**config.mk**
```make
export PLATFORM = sky130hd
export DESIGN_NAME = fft32_bfly_sched
export DESIGN_NICKNAME = d
export VERILOG_FILES = /design/src/rtl/fft32_bfly_sched.sv
export SDC_FILE = /design/constraint.sdc
export NUM_CORES = 1
export LEC_CHECK = 0
export ABC_AREA = 1
export BUFFER_PORTS_ARGS = -buffer_cell sky130_fd_sc_hd__buf_2
export CAP_MARGIN = 10
export CELL_PAD_IN_SITES_DETAIL_PLACEMENT = 2
export CELL_PAD_IN_SITES_GLOBAL_PLACEMENT = 2
export CORE_ASPECT_RATIO = 0.6
export CORE_MARGIN = 3
export CORE_UTILIZATION = 33
export CTS_BUF_LIST = sky130_fd_sc_hd__clkbuf_4
export CTS_CLUSTER_SIZE = 8
export DETAILED_ROUTE_END_ITERATION = 10
export PLACE_DENSITY = 0.93
export SETUP_SLACK_MARGIN = 0.3
export SLEW_MARGIN = 0
export SYNTH_ARGS = -nofsm -noshare
export SYNTH_HDL_FRONTEND = slang
export SYNTH_SLANG_ARGS = --single-unit
```
**constraint.sdc**
```tcl
create_clock -name clk -period 4.47 [get_ports clk]
set_input_delay 0.2235 -clock clk [delete_from_list [all_inputs] [get_ports clk]]
set_output_delay 0.2235 -clock clk [all_outputs]
set_load 0.005 [all_outputs]
```
**src/rtl/fft32_bfly_sched.sv**
```systemverilog
// In-place radix-2 DIF butterfly scheduler for a 32-point FFT: 5 stages x 16 butterflies, PIPE_LAT drain gap per stage.
// Writes trail reads by exactly PIPE_LAT cycles; no backpressure, start is honoured only in IDLE.
module fft32_bfly_sched #(
   parameter int PIPE_LAT = 2
) (
   input  logic       clk,
   input  logic       rst_n,
   input  logic       start,
   input  logic       inv,
   output logic       busy,
   output logic       done,
   output logic [2:0] stage,
   output logic       rd_en,
   output logic [4:0] rd_addr0,
   output logic [4:0] rd_addr1,
   output logic [3:0] tw_addr,
   output logic       tw_conj,
   output logic       wr_en,
   output logic [4:0] wr_addr0,
   output logic [4:0] wr_addr1
);

   typedef enum logic [1:0] {IDLE, RUN, DRAIN, DONE} state_t;

   state_t     state_q, state_d;
   logic [4:0] k_q, k_d;
   logic [2:0] stage_q, stage_d;
   logic [2:0] drain_q, drain_d;
   logic       tw_conj_q, tw_conj_d;

   logic [4:0] span;
   logic [4:0] pos;
   logic [4:0] grp;
   logic [4:0] base;

   logic [PIPE_LAT-1:0] wen_q;
   logic [4:0]          wa0_q [PIPE_LAT];
   logic [4:0]          wa1_q [PIPE_LAT];

   always_ff @(posedge clk) begin
      if (!rst_n) begin
         state_q   <= IDLE;
         k_q       <= '0;
         stage_q   <= '0;
         drain_q   <= '0;
         tw_conj_q <= 1'b0;
      end else begin
         state_q   <= state_d;
         k_q       <= k_d;
         stage_q   <= stage_d;
         drain_q   <= drain_d;
         tw_conj_q <= tw_conj_d;
      end
   end

   always_comb begin
      state_d   = state_q;
      k_d       = k_q;
      stage_d   = stage_q;
      drain_d   = drain_q;
      tw_conj_d = tw_conj_q;
      case (state_q)
         IDLE: begin
            if (start) begin
               state_d   = RUN;
               k_d       = '0;
               stage_d   = '0;
               drain_d   = '0;
               tw_conj_d = inv;
            end
         end
         RUN: begin
            if (k_q == 5'd15) begin
               state_d = DRAIN;
               k_d     = '0;
               drain_d = '0;
            end else begin
               k_d = k_q + 5'd1;
            end
         end
         DRAIN: begin
            // Hold off the next stage until every write of this stage has retired.
            if (drain_q == 3'(PIPE_LAT - 1)) begin
               drain_d = '0;
               if (stage_q == 3'd4) begin
                  state_d = DONE;
                  stage_d = '0;
               end else begin
                  state_d = RUN;
                  stage_d = stage_q + 3'd1;
               end
            end else begin
               drain_d = drain_q + 3'd1;
            end
         end
         DONE: begin
            state_d = IDLE;
         end
         default: begin
            state_d = IDLE;
         end
      endcase
   end

   assign busy    = (state_q == RUN) || (state_q == DRAIN);
   assign done    = (state_q == DONE);
   assign rd_en   = (state_q == RUN);
   assign stage   = stage_q;
   assign tw_conj = tw_conj_q;

   // Butterfly k of stage s pairs addresses that differ only in bit (4-s).
   always_comb begin
      span     = 5'd16 >> stage_q;
      pos      = k_q & (span - 5'd1);
      grp      = k_q >> (3'd4 - stage_q);
      base     = grp << (3'd5 - stage_q);
      rd_addr0 = '0;
      rd_addr1 = '0;
      tw_addr  = '0;
      if (rd_en) begin
         rd_addr0 = base + pos;
         rd_addr1 = base + pos + span;
         tw_addr  = 4'(pos << stage_q);
      end
   end

   always_ff @(posedge clk) begin
      if (!rst_n) begin
         wen_q <= '0;
         for (int i = 0; i < PIPE_LAT; i++) begin
            wa0_q[i] <= '0;
            wa1_q[i] <= '0;
         end
      end else begin
         wen_q[0] <= rd_en;
         wa0_q[0] <= rd_addr0;
         wa1_q[0] <= rd_addr1;
         for (int i = 1; i < PIPE_LAT; i++) begin
            wen_q[i] <= wen_q[i-1];
            wa0_q[i] <= wa0_q[i-1];
            wa1_q[i] <= wa1_q[i-1];
         end
      end
   end

   // Read addresses are already zero when idle, so the delayed copies are too.
   assign wr_en    = wen_q[PIPE_LAT-1];
   assign wr_addr0 = wa0_q[PIPE_LAT-1];
   assign wr_addr1 = wa1_q[PIPE_LAT-1];

endmodule
```
# Yosys cells after proc, flatten, opt, wreduce, memory -nomap -nowiden
# Memories as Yosys holds them, arrays and structs flattened.
# Cells that the tools add are included.
totals:
  register_bits: 16
  ramBits: 20
  input_bits: 4
  output_inout_bits: 32
  wordCells: 68
  mem_count: 2
classes:
  n_addsub: 8
  eq_ne: 9
  shift: 4
  mux: 24
  n_bitwise: 5
  n_reduce_logical: 10
memory_table:
  columns: ["name", "depth", "width", "read_ports", "rd_clocked_by_memory_dff", "write_ports", "line_no", "text"]
  rows:
  - ["wa0_q", 2, 5, 2, 0, 2, "37", "logic [4:0] wa0_q [PIPE_LAT];"]
  - ["wa1_q", 2, 5, 2, 0, 2, "38", "logic [4:0] wa1_q [PIPE_LAT];"]
op_table:
  columns: ["op", "count"]
  rows:
  - ["$mux 5", 8]
  - ["$mux 3", 5]
  - ["$add 5x5->5", 2]
  - ["$pmux 5 s2", 1]
  - ["$pmux 3 s3", 1]
  - ["$reduce_and 3->1", 3]
  - ["$mux 2", 4]
  - ["$pmux 2 s4", 1]
  - ["$add 3x1->3 const B", 2]
  - ["$pmux 3 s2", 1]
  - ["$sub 3x3->3 const A", 2]
  - ["$add 5x1->5 const B", 1]
  - ["$and 5x5->5", 1]
  - ["$eq 5x4->1 const B", 1]
  - ["$shl 5x3->4", 1]
  - ["$shl 5x3->5", 1]
  - ["$shr 5x3->5", 1]
  - ["$shr 5x3->5 const A", 1]
  - ["$sub 5x1->5 const B", 1]
  - ["$eq 2x2->1 const B", 2]
  - ["$mux 4", 1]
  - ["$ne 2x2->1 const B", 2]
  - ["$or 1x1->1", 4]
  - ["$reduce_and 2->1", 2]
  - ["other kinds (9)", 11]

# Logic depth before layout (Yosys ltp)
# Gate-level depths: netlist of run 1.
depth:
  ltp_word: 7
  depth_mapped: 25
  ltp_nobuf: 24

# Worst setup path after synthesis of run 1
# OpenSTA, ideal clock, no wires.
synth_timing:
  path_type: "reg2out"
  from: "reg stage_q[0], in the netlist stage[0]"
  to: "out rd_addr1[4]"
  arrival_time_ps: 3737
  required_ps: 4247
  path_slack_ps: 509
  stages_incl_launch_ff: 21
  path_cell_list: "dfxtp_1 inv_2 clkbuf_1 ha_1 ha_1 inv_2 nor2_1 o211ai_1 a21oi_1 a31oi_1 nand3_1 fa_1 fa_1 nor2_1 nor2_1 o21bai_1 xor2_1 inv_1 nand3_1 nand2_1 nor2_1"
synth_via:
  elab_chain_cells: 6
synth_lines:
  columns: ["item", "line_no", "text"]
  rows:
  - ["from (decl)", "27", "logic [2:0] stage_q, stage_d;"]
  - ["from (signal assigned)", "50", "stage_q <= stage_d;"]
  - ["$sub 3x3->3 / $shr 5x3->5 (equally long branches)", "115, 113", null]
  - ["$shr 5x3->5 / $sub 5x1->5 (equally long branches)", "115, 114", null]
  - ["$shl 5x3->5 / $and 5x5->5 (equally long branches)", "116, 114", null]
  - ["$add 5x5->5", "122", "rd_addr1 = base + pos + span;"]
  - ["$add 5x5->5 (*)", "122", null]
  - ["$mux 5 (*)", "120", "if (rd_en) begin"]
  - ["to (decl)", "15", "output logic [4:0] rd_addr1,"]
# Every way passes the cells marked *; elsewhere a longest branch is shown, timed or not.

# Worst setup path in the final report of run 1
layout_timing:
  from: "reg stage_q[1], in the netlist stage[1]"
  to: "out rd_addr1[4]"
# The elaborated chain is that of the path after synthesis.

==> impl.org, run 1 <==
** CTS
- Clock tree synthesis inserted a total of 5 buffers.
- TritonCTS built the clock tree.
- Worst-Skew Late Latency :: 380 ps
- Number of buffers on the longest clock path :: 2
- The H-tree was split into 2 levels.
- The root buffer cell chosen for the clock tree is sky130_fd_sc_hd__clkbuf_4.
- The clock net in this run drives a total of 36 sinks.
- Clock-pin slew on the worst setup and hold paths :: 130 ps
- Number of buffers added to fix hold violations after cts :: 0

** Finish
- Leaving out fill and tap cells, the most frequent cell in the layout is sky130_fd_sc_hd__inv_1.
- The post-route netlist has 35.7% of its cells at a drive strength greater than 1.
- Leaving out filler cells and counting taps, the final layout contains 473.
- Top library cells by usage in the layout, fill and taps aside :: sky130_fd_sc_hd__inv_1, sky130_fd_sc_hd__nand2_1, sky130_fd_sc_hd__buf_2
- 0 antenna diodes ended up in the layout.
- After the last flow step, the layout net total stands at 415.
- Area Growth Syn to Fin :: 36.0%

** Die
- Rows :: 22
- The die covers 0.00802 mm².
- Once the floorplan was initialized, standard cells occupied 35.8% of the core.
- Total core area :: 0.00641 mm²
- In this run the vertical extent of the chip is 70.6 µm.
- Die Width :: 114 µm
- I/O pin count :: 36

** Worst setup path
- The slowest stage of the critical path belongs to the cell sky130_fd_sc_hd__fa_2.
- The startpoint identified for the worst register-to-register timing path is stage[1].
- For the worst setup path, the data required time is 4250 ps.
- STA puts the critical path data arrival time at 4380 ps.
- In this design, the stage delay of the slowest critical-path cell is 490 ps.
- STA classifies the critical path endpoint as a primary output.
- In this design, the critical path's most frequently occurring cell is sky130_fd_sc_hd__nor2_2.
- The worst setup path is of the flop to primary output kind.
- STA classifies the critical path startpoint as a flop.
- The setup check on the worst reg-to-reg path leaves a slack of 500 ps.
- Top fanout value on the critical path :: 3
- For the worst flop-to-flop path, the logic depth is 21.
- Chain of cells forming the critical path :: clkinv_4, ha_4, ha_4, inv_6, nor2_4, o211ai_1, buf_4, nand3_4, nor2_2, ha_2, inv_1, fa_2, fa_2, nor2_4, nor2_2, o21bai_1, xor2_1, buf_4, nand2_2, nand2_2, nor2_2, buf_2
- In this run the critical register-to-register path is captured at wa1_q[0][4].

** Synth
- Synthesized netlist net count :: 353
- After synthesis, flip-flops and latches occupy 31.4% of the total area.
- Number of warnings printed during yosys synthesis :: 0
- The mapped netlist covers 0.00229 mm².
- Synthesis instantiated 40 different standard cells from the library.
- The synthesized design contains 36 register bits.
- A synthesized cell averages 7.04 µm².
- Synthesis handed over a netlist of 326 instances.

** Min path
- Counting instances, the worst hold path has a depth of 3.
- For hold timing, the worst endpoint is tw_conj.
- The path class of the tightest hold or removal check is input pin to flop.
- The startpoint identified for the worst hold timing path is inv.

** Route
- Remaining number of nets flagged by the antenna check after routing :: 0
- Final wirelength :: 13500 µm
- DR iter-0 viols :: 218
- Number of vias per cell :: 5.58
- Vias after detailed routing :: 2639
- DR WL/cell :: 28.6 µm
- First drt pass iteration count :: 4
- Number of design rule violations left after detail routing :: 0

** STA
- Count of final max-slew check failures :: 0
- At the pin with the least slew margin, the transition time is 594 ps.
- Sum of negative setup slack :: -170 ps
- The worst pin sits at a relative slew slack of 60.3%.
- The count of endpoints failing hold in the final timing report is 0.
- In the post-route analysis, the smallest setup slack over all paths is -138 ps.
- Unrepaired setup endpoints after global routing :: true
- For the final database, setup skew stands at 15.1 ps.
- Final setup violation count :: 3
- Maximum clock frequency :: 0.217 GHz
- Share of the clock period used by the worst path :: 103%
- Counting I/O delays and the setup requirement, the final critical path takes 4610 ps.

** Place
- Final weighted congestion in routability-driven placement :: 0.837
- DP Worst Slack :: 36.5 ps
- Input and output buffers added on the ports amount to 35.
- After legalization and detailed placement, the total HPWL measured 6460 µm.
- Placed Cells incl. Taps :: 432

** Global routing
- Global-route wire length before repair :: 16900 µm
- Antenna violations before repair :: 2
- Entering global routing, the biggest net connects 19 pins.
- Vias in the first global route :: 2733
- Global routing used 28.1% of the available tracks.
- The total overflow left after global routing is 0.

** Pwr
- Power spread over the standard cell area amounts to 375 mW/mm².
- The analysis attributes to cell leakage a power of 1.60 nW.
- Peak VDD IR :: 0.221 mV

** Run
- Count of maximum capacitance violations :: 0

** Run status
- The flow ran to the end, but the final reports show violations.
- The checks that failed: setup timing.
[per-stage QoR]
step	utilization, %	power [mW]	hold WS, ps	area [µm²]
after floorplan	-	0.626	375	2290
after global placement	38.9	0.738	392	2490
after detailed placement	38.9	0.766	413	2490
after CTS	45.1	1.04	113	2890
after global routing	48.6	1.21	145	3120
final	48.6	1.17	128	3120
[worst max path at each step]
stage | start | endpoint | slack, ps | depth (start not counted)
global route | stage[1] | rd_addr1[4] | -330 | 22
floorplan | stage[0] | rd_addr1[4] | 510 | 20
detailed placement | stage[2] | rd_addr1[4] | 40 | 21
CTS | stage[1] | rd_addr1[4] | 250 | 22
finish | stage[1] | rd_addr1[4] | -140 | 22
global placement | stage[2] | rd_addr1[4] | 270 | 20
[area by class of cell]
class,count,area (µm²)
fill,737,3300
multi-input combinational,210,1460
sequential,36,732
timing repair buffer,72,493
inverter,63,251
tap,84,105
clock inverter,3,42.5
clock buffer,5,37.5
[routing by layer]
layer	global-route usage (%)	share of wire, %
met1	36.4	42
met2	47.4	47
met3	4.44	6.3
met4	10.5	4.1
met5	0	0.16
[registers in the layout (all words and copies together), names as in the netlist]
signal and flops:
wa0_q 10, wa1_q 10, k_q 5, drain_q 3
stage 3, state_q 2, wen_q 2, tw_conj 1
[critical path: cells and delay by family, from the launching register on]
family          cells  cell delay, ps
flops               1             410
xor+xnor            1             280
simple gates        8             600
buf+inv             6             730
fa+ha+maj           5            1560
compound gates      2             410
[cell families after synthesis]
kind of cell | share of synthesized area, %
compound gates | 12.5
simple gates | 26.2
xor+xnor | 1.53
buf+inv | 15.1
flops | 31.4
fa+ha+maj | 13.2
[power by group]
part / total, mW / switching, mW / internal [mW]
Combinational: 0.542 / 0.378 / 0.165
Clock: 0.252 / 0.136 / 0.117
Sequential: 0.373 / 0.0275 / 0.346
Total: 1.17 / 0.541 / 0.627
[cells in the mapped netlist (all sizes together)]
cell | instances | area (µm²)
a211oi | 3 | 22.5
a21o | 2 | 15.0
a21oi | 14 | 70.1
a22oi | 1 | 7.51
a31o | 1 | 8.76
a31oi | 2 | 12.5
and2 | 1 | 8.76
buf | 12 | 91.3
clkbuf | 5 | 18.8
clkinv | 1 | 3.75
dfxtp | 36 | 721
fa | 2 | 40.0
ha | 21 | 263
inv | 62 | 233
nand2 | 65 | 259
nand3 | 17 | 90.1
nand3b | 1 | 7.51
nand4 | 5 | 31.3
nor2 | 40 | 153
nor3 | 4 | 20.0
nor3b | 1 | 7.51
nor4 | 3 | 18.8
o211ai | 2 | 15.0
o21ai | 14 | 77.6
o21bai | 1 | 7.51
o22ai | 2 | 12.5
o31ai | 2 | 28.8
o41ai | 1 | 8.76
or2 | 1 | 6.26
xnor2 | 2 | 17.5
xor2 | 2 | 17.5
[what timing repair did]
action | in CTS | in global routing
gates resized for setup | 34 | 33
setup endpoints to repair | 4 | 4
pin swaps | 18 | 16
buffers inserted | 22 | 11
Power figures use the tool's default switching activity.
==> inputs of run 2 (changes only) <==
- PLACE_DENSITY: 0.93 -> default
- PLACE_DENSITY_LB_ADDON: default -> 0.1
==> run 2 against run 1 <==
  * The flow still finishes with violations (setup timing)
  * Sequential power fell by 2%
  * First-iteration DRC count is 17% lower
  * Maximum frequency increased by 0.23%
  * Combinational power is 0.7% higher
  * Core utilization about the same
  * Register-to-register slack worse by 590 ps
  * Routed wire length fell by 9.4%
  * Global-route usage down 1.6 points
  * Non-clock buffer count fell by 5
  * Total power grew 0.62%
  * Hold slack got worse by 55 ps
  * Clock skew grew 18 ps
  * Largest power group unchanged
==> impl.org, run 2 (same netlist as run 1, synthesis figures left out) <==
** Place
- DPL Wire Length :: 6140 µm (-4.9%)
- Final weighted congestion in routability-driven placement :: 0.827 (-1.2%)
- The count of port buffers added during placement was 35 (unchanged).
- DP Worst Slack :: 94.3 ps (+57.8 ps)

** Global routing
- Antenna violations before repair :: 0 (-2)
- Global router's overall resource usage :: 26.5% (-1.6 points)
- The largest net degree at the start of global routing came to 19 (unchanged).
- The number of global-route vias before repair is 2680 (-1.9%).
- The wire length of the first global-routing pass came to 16100 µm (-4.6%).
- Remaining global-route overflow :: 0 (unchanged)

** STA
- The setup TNS was -229 ps (-58.9 ps).
- Unrepaired setup endpoints after global routing :: true
- The count of endpoints failing hold in the final timing report is 0 (unchanged).
- Setup Skew :: 33.1 ps (+18.0 ps)
- Slew headroom :: 53.5% (-6.8 points)
- The worst path setup slack after routing was -127 ps (+10.6 ps).
- Count of final max-slew check failures :: 0 (unchanged)
- Final setup violation count :: 3 (unchanged)
- The period utilization was 103% (-0.24 points).
- The post-layout minimum cycle time came to 4600 ps (-10.6 ps).
- The maximum operating frequency came to 0.218 GHz (+0.23%).
- The transition time at the pin with the least slew margin came to 692 ps (+97.3 ps).

** Finish
- In the final layout, the registers with the most flip-flops are wa0_q x10, wa1_q x10, k_q x5.
- The final net count was 410 (-1.2%).
- Flip-flop and latch area :: 732 µm² (unchanged)
- Area Growth Syn to Fin :: 35.8% (about the same)
- Top library cells by usage in the layout, fill and taps aside :: sky130_fd_sc_hd__nand2_1, sky130_fd_sc_hd__inv_1, sky130_fd_sc_hd__buf_2
- Layout cell share with drive strength beyond 1 :: 37.5% (+1.8 points)
- Total area of multi-input combinational cells :: 0.00151 mm² (+3.7%)
- The fill cell total of the finished layout was 738 (+0.14%).
- Leaving out fill and tap cells, the most frequent cell in the layout is sky130_fd_sc_hd__nand2_1.
- Final core occ :: 48.6% (about the same)

** Route
- Remaining number of nets flagged by the antenna check after routing :: 0 (unchanged)
- The detailed-routing iteration count for the pre-antenna-repair pass came to 6 (+2).
- Number of design rule violations left after detail routing :: 0 (unchanged)
- Number of vias per cell :: 5.62 (+0.81%)
- Final wirelength :: 12200 µm (-9.4%)
- The starting DRC count in detailed routing was 182 (-17%).
- The detail-routed net length per standard cell came to 26.1 µm (-8.6%).
- The count of vias placed by the detailed router is 2638 (-0.038%).

** Worst setup path
- Classification of the worst setup path :: flop to primary output
- The worst register-to-register path begins at stage[2].
- Crit end category :: primary output
- The number of cells traversed by the worst register-to-register path is 28 (+33%).
- Type of element launching the critical path :: flop
- Top fanout value on the critical path :: 9 (+6)
- Critical path data arrival time :: 4370 ps (about the same)
- Internal reg-to-reg setup slack :: -90 ps (-590 ps)
- The critical path required time was 4250 ps (about the same).
- Terminus of the critical flop-to-flop path :: wa1_q[0][4]

** Min path
- Min-Delay Path Class :: input pin to flop
- The startpoint identified for the worst hold timing path is inv.
- The worst hold path depth was 3 (unchanged).
- Worst Hold Path EP :: tw_conj

** Die
- Y dimension of the die :: 70.6 µm (unchanged)
- Die Width :: 114 µm (unchanged)
- The core area came to 0.00641 mm² (unchanged).
- Rows :: 22 (unchanged)
- The starting density of the core was 35.8% (unchanged).
- The die area came to 0.00802 mm² (unchanged).
- The I/O pin count is 36 (unchanged).

** Run status
- Failing checks :: setup timing
- Outcome :: complete, but fails checks

** CTS
- The number of buffers inserted during clock tree synthesis was 5 (unchanged).
- Htree depth :: 2 (unchanged)
- Sinks on the clock net :: 36 (unchanged)
- CTS tree :: yes
- Number of buffers on the longest clock path :: 2 (unchanged)
- The clock latency on the worst-skew pair came to 410 ps (+30 ps).
- The clock transition time at the flip-flop clock pins of the worst setup and hold paths came to 160 ps (+30 ps).
- The hold buffer count at CTS was 0 (unchanged).
- CTS Root Cell :: sky130_fd_sc_hd__clkbuf_4

** Pwr
- P per Cell Area :: 377 mW/mm² (+0.70%)
- The leakage dissipation is 1.55 nW (-2.9%).
- The maximum resistive drop on vdd is 0.192 mV (-13%).

** Run
- Count of maximum capacitance violations :: 0 (unchanged)
-- run 2: cell types whose count changed in the layout (fill, tap and decap cells not counted), sizes merged --
cell | before | now
buf | 72 | 67
diode | 0 | 1
-- run 2: cell type report --
class	instances	share of cell area, %
Timing Repair Buffer	67	13.9
Clock inverter	3	1.37
Antenna cell	1	0.0803
Tap cell	84	3.37
Clock buffer	5	1.20
Sequential cell	36	23.5
Multi-Input combinational cell	210	48.5
Inverter	63	8.07
-- run 2: metrics by stage --
stage          cells  hold slack [ps]  instance area (µm²)  total power [mW]
3_3_place_gp     432              392                 2490             0.741
2_1_floorplan    326              375                 2290             0.626
5_1_grt          468             89.1                 3110              1.23
6_report         469             72.9                 3120              1.18
4_1_cts          462             91.3                 2950              1.07
3_5_place_dp     432              404                 2490             0.759
-- run 2: critical path, cell delays in order, from the launching register on --
cell                       delay, ps
sky130_fd_sc_hd__dfxtp_4         490
sky130_fd_sc_hd__inv_4           120
sky130_fd_sc_hd__ha_4            290
sky130_fd_sc_hd__inv_6            80
sky130_fd_sc_hd__nor2_4           40
sky130_fd_sc_hd__o211ai_1        140
sky130_fd_sc_hd__buf_4           180
sky130_fd_sc_hd__buf_4           100
sky130_fd_sc_hd__nand2_2          60
sky130_fd_sc_hd__o41ai_2         480
sky130_fd_sc_hd__ha_4            310
sky130_fd_sc_hd__a21oi_2         140
sky130_fd_sc_hd__nand2_2          90
sky130_fd_sc_hd__xnor2_2         200
sky130_fd_sc_hd__inv_2            80
sky130_fd_sc_hd__ha_4            290
sky130_fd_sc_hd__inv_2            60
sky130_fd_sc_hd__o21bai_4        190
sky130_fd_sc_hd__xor2_2          190
sky130_fd_sc_hd__inv_1            70
sky130_fd_sc_hd__nand3_2          70
sky130_fd_sc_hd__nand2_2          50
sky130_fd_sc_hd__nor2_1           90
sky130_fd_sc_hd__buf_2           130
-- run 2: worst max-delay path by stage --
stage	endpoint	startpoint	depth (start not counted)
final	rd_addr1[4]	stage[2]	23
after global routing	rd_addr1[4]	stage[2]	23
after CTS	rd_addr1[4]	stage[1]	23
after detailed placement	rd_addr1[4]	stage[2]	19
after global placement	rd_addr1[4]	stage[2]	19
after floorplan	rd_addr1[4]	stage[0]	20
-- run 2: metal layers --
metal	vias up	share of wire (%)	track usage, %
met5	-	0	0
met4	0	4.1	9.60
met3	45	6.2	5.81
met2	124	47	43.6
met1	1331	43	34.4
li1	1138	-	-
-- run 2: report_power, final --
| group | switching, mW | leakage [nW] | internal, mW |
|---|---|---|---|
| combinational | 0.369 | 1.22 | 0.176 |
| sequential | 0.0218 | 0.294 | 0.345 |
| clock | 0.146 | 0.0412 | 0.116 |
| total | 0.537 | 1.55 | 0.638 |
-- run 2: what timing repair did --
action | CTS | global route
gates resized for setup | 46 | 29
setup buffers | 22 | 6
hold endpoints to repair | 0 | 0
pin swaps | 22 | 19
endpoints found under the setup margin | 4 | 4
